## src/rtl/alu_seq_if.sv

```systemverilog
// Request/result bundle between the datapath control FSM and alu_seq.
// Latency: n/a (wires only).
// Backpressure: the master holds start until it sees busy=0; start is ignored while busy.
interface alu_seq_if #(
    parameter int WIDTH = 16
) ();
    logic             start;
    logic [2:0]       funSel;
    logic [WIDTH-1:0] X;
    logic [WIDTH-1:0] Y;
    logic             busy;
    logic             done;
    logic [WIDTH-1:0] Z;
    logic [3:0]       flags;

    modport master (
        output start, funSel, X, Y,
        input  busy, done, Z, flags
    );

    modport slave (
        input  start, funSel, X, Y,
        output busy, done, Z, flags
    );
endinterface

```

## src/rtl/alu_seq.sv

```systemverilog
// Registered ALU: add/sub/transfer/logic in one cycle, unsigned shift-and-add multiply iteratively.
// Latency: 1 cycle for funSel 000-110, WIDTH cycles for MUL; done pulses when Z/flags update.
// Backpressure: start is accepted only while busy=0; requests during a multiply are dropped.
module alu_seq #(
    parameter int WIDTH = 16,
    parameter int CNT_W = 5
) (
    input logic      clk,
    input logic      rst_n,
    alu_seq_if.slave bus
);
    localparam logic [2:0] OP_ADD = 3'b000;
    localparam logic [2:0] OP_SUB = 3'b001;
    localparam logic [2:0] OP_TRX = 3'b010;
    localparam logic [2:0] OP_NTX = 3'b011;
    localparam logic [2:0] OP_AND = 3'b100;
    localparam logic [2:0] OP_OR  = 3'b101;
    localparam logic [2:0] OP_XOR = 3'b110;
    localparam logic [2:0] OP_MUL = 3'b111;

    typedef enum logic {IDLE, MUL} state_t;

    state_t               state, state_nxt;
    logic [2*WIDTH-1:0]   mcand, mcand_nxt;
    logic [2*WIDTH-1:0]   acc, acc_nxt;
    logic [WIDTH-1:0]     mplier, mplier_nxt;
    logic [CNT_W-1:0]     count, count_nxt;
    logic [WIDTH-1:0]     z_q, z_nxt;
    logic [3:0]           flags_q, flags_nxt;
    logic                 done_q, done_nxt;

    logic [WIDTH:0]       sum;
    logic [WIDTH-1:0]     res;
    logic                 c_f, v_f;
    logic [2*WIDTH-1:0]   acc_step;
    logic                 mul_ovf;

    // Single-cycle result path, evaluated on the live operands at the accept edge.
    always_comb begin
        sum = '0;
        res = '0;
        c_f = 1'b0;
        v_f = 1'b0;
        case (bus.funSel)
            OP_ADD: begin
                sum = {1'b0, bus.X} + {1'b0, bus.Y};
                res = sum[WIDTH-1:0];
                c_f = sum[WIDTH];
                v_f = (bus.X[WIDTH-1] == bus.Y[WIDTH-1]) && (res[WIDTH-1] != bus.X[WIDTH-1]);
            end
            OP_SUB: begin
                sum = {1'b0, bus.X} + {1'b0, ~bus.Y} + (WIDTH+1)'(1);
                res = sum[WIDTH-1:0];
                c_f = sum[WIDTH];
                v_f = (bus.X[WIDTH-1] != bus.Y[WIDTH-1]) && (res[WIDTH-1] != bus.X[WIDTH-1]);
            end
            OP_TRX:  res = bus.X;
            OP_NTX:  res = ~bus.X;
            OP_AND:  res = bus.X & bus.Y;
            OP_OR:   res = bus.X | bus.Y;
            OP_XOR:  res = bus.X ^ bus.Y;
            default: res = '0;
        endcase
    end

    // Partial product of the current iteration, folded into Z on the last one.
    assign acc_step = acc + (mplier[0] ? mcand : '0);
    assign mul_ovf  = (acc_step[2*WIDTH-1:WIDTH] != '0);

    always_comb begin
        state_nxt  = state;
        mcand_nxt  = mcand;
        acc_nxt    = acc;
        mplier_nxt = mplier;
        count_nxt  = count;
        z_nxt      = z_q;
        flags_nxt  = flags_q;
        done_nxt   = 1'b0;
        case (state)
            IDLE: begin
                if (bus.start) begin
                    if (bus.funSel == OP_MUL) begin
                        mcand_nxt  = {{WIDTH{1'b0}}, bus.X};
                        mplier_nxt = bus.Y;
                        acc_nxt    = '0;
                        count_nxt  = '0;
                        state_nxt  = MUL;
                    end else begin
                        z_nxt     = res;
                        flags_nxt = {res[WIDTH-1], v_f, c_f, (res == '0)};
                        done_nxt  = 1'b1;
                    end
                end
            end
            MUL: begin
                acc_nxt    = acc_step;
                mcand_nxt  = mcand << 1;
                mplier_nxt = mplier >> 1;
                count_nxt  = count + 1'b1;
                if (count == CNT_W'(WIDTH-1)) begin
                    z_nxt     = acc_step[WIDTH-1:0];
                    flags_nxt = {acc_step[WIDTH-1], mul_ovf, mul_ovf, (acc_step[WIDTH-1:0] == '0)};
                    done_nxt  = 1'b1;
                    state_nxt = IDLE;
                end
            end
        endcase
    end

    always_ff @(posedge clk or negedge rst_n) begin
        if (!rst_n) begin
            state   <= IDLE;
            mcand   <= '0;
            acc     <= '0;
            mplier  <= '0;
            count   <= '0;
            z_q     <= '0;
            flags_q <= '0;
            done_q  <= 1'b0;
        end else begin
            state   <= state_nxt;
            mcand   <= mcand_nxt;
            acc     <= acc_nxt;
            mplier  <= mplier_nxt;
            count   <= count_nxt;
            z_q     <= z_nxt;
            flags_q <= flags_nxt;
            done_q  <= done_nxt;
        end
    end

    assign bus.busy  = (state == MUL);
    assign bus.done  = done_q;
    assign bus.Z     = z_q;
    assign bus.flags = flags_q;
endmodule
```

## src/flat_wrapper.sv

```systemverilog
// flat-port wrapper written by rule: the top's interface ports become plain ports
module alu_seq_flat 
#(
    parameter int WIDTH = 16,
    parameter int CNT_W = 5
)
  (clk, rst_n, bus_start, bus_funSel, bus_X, bus_Y, bus_busy, bus_done, bus_Z, bus_flags);
  alu_seq_if #(.WIDTH(WIDTH)) bus_i ();
  input logic clk;
  input logic rst_n;
  input wire logic [$bits(bus_i.start)-1:0] bus_start;
  input wire logic [$bits(bus_i.funSel)-1:0] bus_funSel;
  input wire logic [$bits(bus_i.X)-1:0] bus_X;
  input wire logic [$bits(bus_i.Y)-1:0] bus_Y;
  output wire logic [$bits(bus_i.busy)-1:0] bus_busy;
  output wire logic [$bits(bus_i.done)-1:0] bus_done;
  output wire logic [$bits(bus_i.Z)-1:0] bus_Z;
  output wire logic [$bits(bus_i.flags)-1:0] bus_flags;
  assign bus_i.start = bus_start;
  assign bus_i.funSel = bus_funSel;
  assign bus_i.X = bus_X;
  assign bus_i.Y = bus_Y;
  assign bus_busy = bus_i.busy;
  assign bus_done = bus_i.done;
  assign bus_Z = bus_i.Z;
  assign bus_flags = bus_i.flags;
  alu_seq #(.WIDTH(WIDTH), .CNT_W(CNT_W)) u_core (.clk(clk), .rst_n(rst_n), .bus(bus_i));
endmodule
```

## config.mk

```make
export PLATFORM = sky130hd
export DESIGN_NAME = alu_seq_flat
export DESIGN_NICKNAME = d
export VERILOG_FILES = /design/src/rtl/alu_seq_if.sv /design/src/rtl/alu_seq.sv /design/src/flat_wrapper.sv
export SDC_FILE = /design/constraint.sdc
export NUM_CORES = 1
export LEC_CHECK = 0
export CORE_MARGIN = 4
export CORE_UTILIZATION = 25
export CTS_CLUSTER_DIAMETER = 40
export DETAILED_ROUTE_END_ITERATION = 6
export GPL_TIMING_DRIVEN = 0
export PLACE_DENSITY = 0.46
export SLEW_MARGIN = 0
export SYNTH_ARGS = -nofsm -noshare
export SYNTH_HDL_FRONTEND = slang
export SYNTH_SLANG_ARGS = --single-unit
```

## constraint.sdc

```tcl
create_clock -name clk -period 3.1 [get_ports clk]
set_clock_uncertainty 0.2 [all_clocks]
set_input_delay 0.62 -clock clk [delete_from_list [all_inputs] [get_ports clk]]
set_output_delay 0.62 -clock clk [all_outputs]
set_load 0.01 [all_outputs]
```

==> flow_metrics.tcl <==
set metrics [dict create \
    gr-total-overflow 0 \
    worstSetupPathType "flip-flop to flip-flop" \
    relSlewSlack_pct 46.8 \
    drv_slew 0 \
    grt.total_usage_pct 17.4 \
    hold_path_end "u_core.mplier[12]$_DFFE_PN0P_" \
    grt_pass1_vias 9777 \
    dp_slack_ns -1.54 \
    row_count 71 \
    wirelength_mm 37.3 \
    cp_max_fo 5 \
    via_count 9992 \
    drv_cap 0 \
    synth.area.top_cells "dfrtp_1 (28%), ha_1 (11%), nand2_1 (7.7%)" \
    hpwl_mm 28.2 \
    ctsHtreeMaxLevel 3 \
    ys.flop_type "dfrtp_1" \
    die_area_um2 41500 \
    leakage_nw 5.39 \
    power_density_nw_per_um2 559 \
    end_kind "flip-flop" \
    worstReg2RegStart "u_core.mplier[0]$_DFFE_PN0P_" \
    fin_area_um2 13100 \
    n_antenna_cell 0 \
    clk_pin_slew_ns 0.08 \
    final_util_pct 34.7 \
    antenna_found_initial 0 \
    r2r-end "u_core.bus.flags[1]$_DFFE_PN0P_" \
    clkLatencyLatePin_ns 0.37 \
    cts_made_buffers 9 \
    drtIter0Drc 653 \
    die_h_um 204 \
    syn_nets 1385 \
    hold_viol 0 \
    syn_avg_cell_area_um2 7.60 \
    whs_path_depth 2 \
    fmax_ghz 0.278 \
    initial_core_util_pct 25.4 \
    fin_setup_tns_ns -1.78 \
    period_needed_ns 3.60 \
    async_reset_ff_share_pct 100 \
    hold_path.class "flip-flop to flip-flop" \
    fillers 3992 \
    cts_tree "done" \
    yosys_warnings 0 \
    vias_per_cell 5.22 \
    finalPower_mw 7.32 \
    worst_slack_ns -0.503 \
    detail_route.wl_per_cell_um 19.5 \
    grt_pass1_wl_mm 57.3 \
    ys_seq_area_share_pct 27.7 \
    placed_cell_area_um2 10900 \
    nNetsFinal 1526 \
    cp.required_ns 3.15 \
    min_from "u_core.mplier[13]$_DFFE_PN0P_" \
    synth_edf_count 0 \
    syn2layout_area_growth_pct 36.7 \
    synth-seq-cells 106 \
    violations "setup timing" \
    reg2reg_depth 15 \
    postSynthCellCount 1259 \
    synthDistinctLibCells 82 \
    antenna_left 0 \
    cts_buffer_depth 2 \
    ioPinCount 60 \
    drive_above_1_share_pct 25.3 \
    outcome "complete, but fails checks" \
    ir_drop_mv 0.260 \
    gp_congestion 0.900 \
    synth_area_um2 9570 \
    drc 0 \
    root_buffer "clkbuf_16" \
    core_area_um2 37800 \
    port_buffers 58 \
    worst_slew_pin_slew_ns 0.798 \
    synth_top_area_cell "dfrtp_1" \
    hold_slack_ns 0.292 \
    dp_cells 1829 \
    grt_max_degree 83 \
    finalSetupViolCount 9 \
    rsz0062_at_grt "true" \
    worstSetupStartpointType "flip-flop" \
    die_w_um 204 \
    finalCritPeriodShare_pct 116 \
    r2r_setup_slack_ns -0.50 \
    synth_top_area_share_pct 27.7 \
    cp.arrival_ns 3.65 \
    firstDrtPassIters 5 \
    numClockSinks 106 \
    final_cells 1916 \
]
==> where the power goes <==
group	switching, mW	total, mW	internal [mW]
Clock	0.606	1.17	0.567
Sequential	0.415	2.31	1.90
Combinational	2.22	3.83	1.61
Total	3.25	7.32	4.07
==> layout make-up <==
type | instances | area [um2] | share of cell area [%]
inverters | 59 | 262 | 2.00
flip-flops and latches | 106 | 2650 | 20.3
well taps | 511 | 639 | 4.89
repair buffers | 149 | 1310 | 10.0
clock buffers | 10 | 229 | 1.75
clock inverters | 6 | 61.3 | 0.469
plain buffers | 64 | 324 | 2.48
multi-input cells | 1011 | 7610 | 58.1
==> critical path: stages (launching register included) <==
cell and delay [ns]:
dfrtp_2 0.47, buf_8 0.15, and2_4 0.14, ha_4 0.16, fa_2 0.35, a21oi_2 0.17
o211ai_1 0.17, a31oi_2 0.26, buf_4 0.16, nand2_4 0.06, a2111oi_4 0.32, a311oi_2 0.09
nand4b_1 0.30, nor4b_4 0.27, buf_6 0.16, nor2_2 0.04
==> repair_timing <==
item                       in CTS  in global routing
pin swaps                      55                 67
hold endpoints to repair       24                  0
resized for setup             243                171
hold buffers                    1                  0
setup endpoints to repair      97                 81
cloned                          1                  0
setup buffers                  63                 27
==> logic make-up (layout without fill, tap and decap cells) <==
family / after synthesis / after routing / synth area share [%]
compound gates: 394 / 394 / 26.2
xor+xnor: 50 / 50 / 4.57
fa+ha+maj: 88 / 88 / 11.7
buf+inv: 142 / 288 / 5.86
flops: 106 / 106 / 27.7
mux: 12 / 12 / 1.32
simple gates: 467 / 467 / 22.6
==> how the worst max path moves through the flow <==
stage,start,end,slack [ns],depth (start not counted)
after floorplan,u_core.mplier[0]$_DFFE_PN0P_,u_core.bus.flags[1]$_DFFE_PN0P_,-0.06,13
after global placement,rst_n,u_core.acc[13]$_DFFE_PN0P_,-3.33,1
after detailed placement,bus_X[1],u_core.bus.flags[0]$_DFFE_PN0P_,-1.54,12
after CTS,u_core.mplier[0]$_DFFE_PN0P_,u_core.bus.flags[2]$_DFFE_PN0P_,-0.57,14
after global routing,u_core.mplier[0]$_DFFE_PN0P_,u_core.bus.flags[1]$_DFFE_PN0P_,-0.67,15
final,u_core.mplier[0]$_DFFE_PN0P_,u_core.bus.flags[1]$_DFFE_PN0P_,-0.50,15
==> placed cells by master (no fill, tap or decap), drive strengths merged, types with 10 or more instances in the layout <==
cell type      instances
a211oi                13
a21o                  11
a21oi                101
a221oi                10
a22o                  12
a31oi                 12
and2                  36
and3                  11
buf                  124
clkbuf                59
clkdlybuf4s50         30
dfrtp                106
ha                    85
inv                   60
nand2                196
nand2b                10
nand3                 24
nand4                 11
nor2                 106
nor2b                 17
nor3                  26
o211ai                26
o21a                  12
o21ai                122
xnor2                 31
xor2                  19
==> synth_stat cells (3+ instances only) <==
master / count
and3_1: 11
or3_1: 4
nand3_1: 24
o2111ai_1: 3
o21ai_0: 96
mux2_2: 4
a211o_1: 5
a21oi_1: 101
nand2b_1: 10
nor2b_1: 17
a31oi_1: 12
clkbuf_1: 59
ha_1: 85
inv_2: 3
and2_1: 36
nor4_1: 7
a221oi_1: 9
a22o_1: 12
a21boi_0: 4
a2111oi_0: 4
fa_1: 3
nand2_1: 196
xor2_1: 19
a31o_1: 3
dfrtp_1: 106
a21o_1: 11
a211oi_1: 13
or4_1: 3
nor2_1: 106
xnor2_1: 31
o31ai_1: 7
buf_1: 9
o21ai_1: 26
o21a_1: 12
a22oi_1: 6
nor3_1: 25
nand4_1: 11
buf_2: 12
nand4b_1: 3
o21bai_1: 8
o22ai_1: 8
inv_1: 55
mux2i_1: 7
o211ai_1: 26
==> metal layers <==
layer	routed length, um	global-route usage (%)	vias up
li1	-	-	4742
met1	17600	24.6	4905
met2	17200	28.1	282
met3	1620	2.19	63
met4	898	4.75	0
met5	0	0	-
==> sequential cells by signal, summed over array words and instances, names as in the netlist <==
signal            cells
u_core.acc           32
u_core.bus.Z         15
u_core.bus.busy       1
u_core.bus.done       1
u_core.bus.flags      4
u_core.count          5
u_core.mcand         32
u_core.mplier        16
No activity file was read; power rests on OpenSTA's default activity.
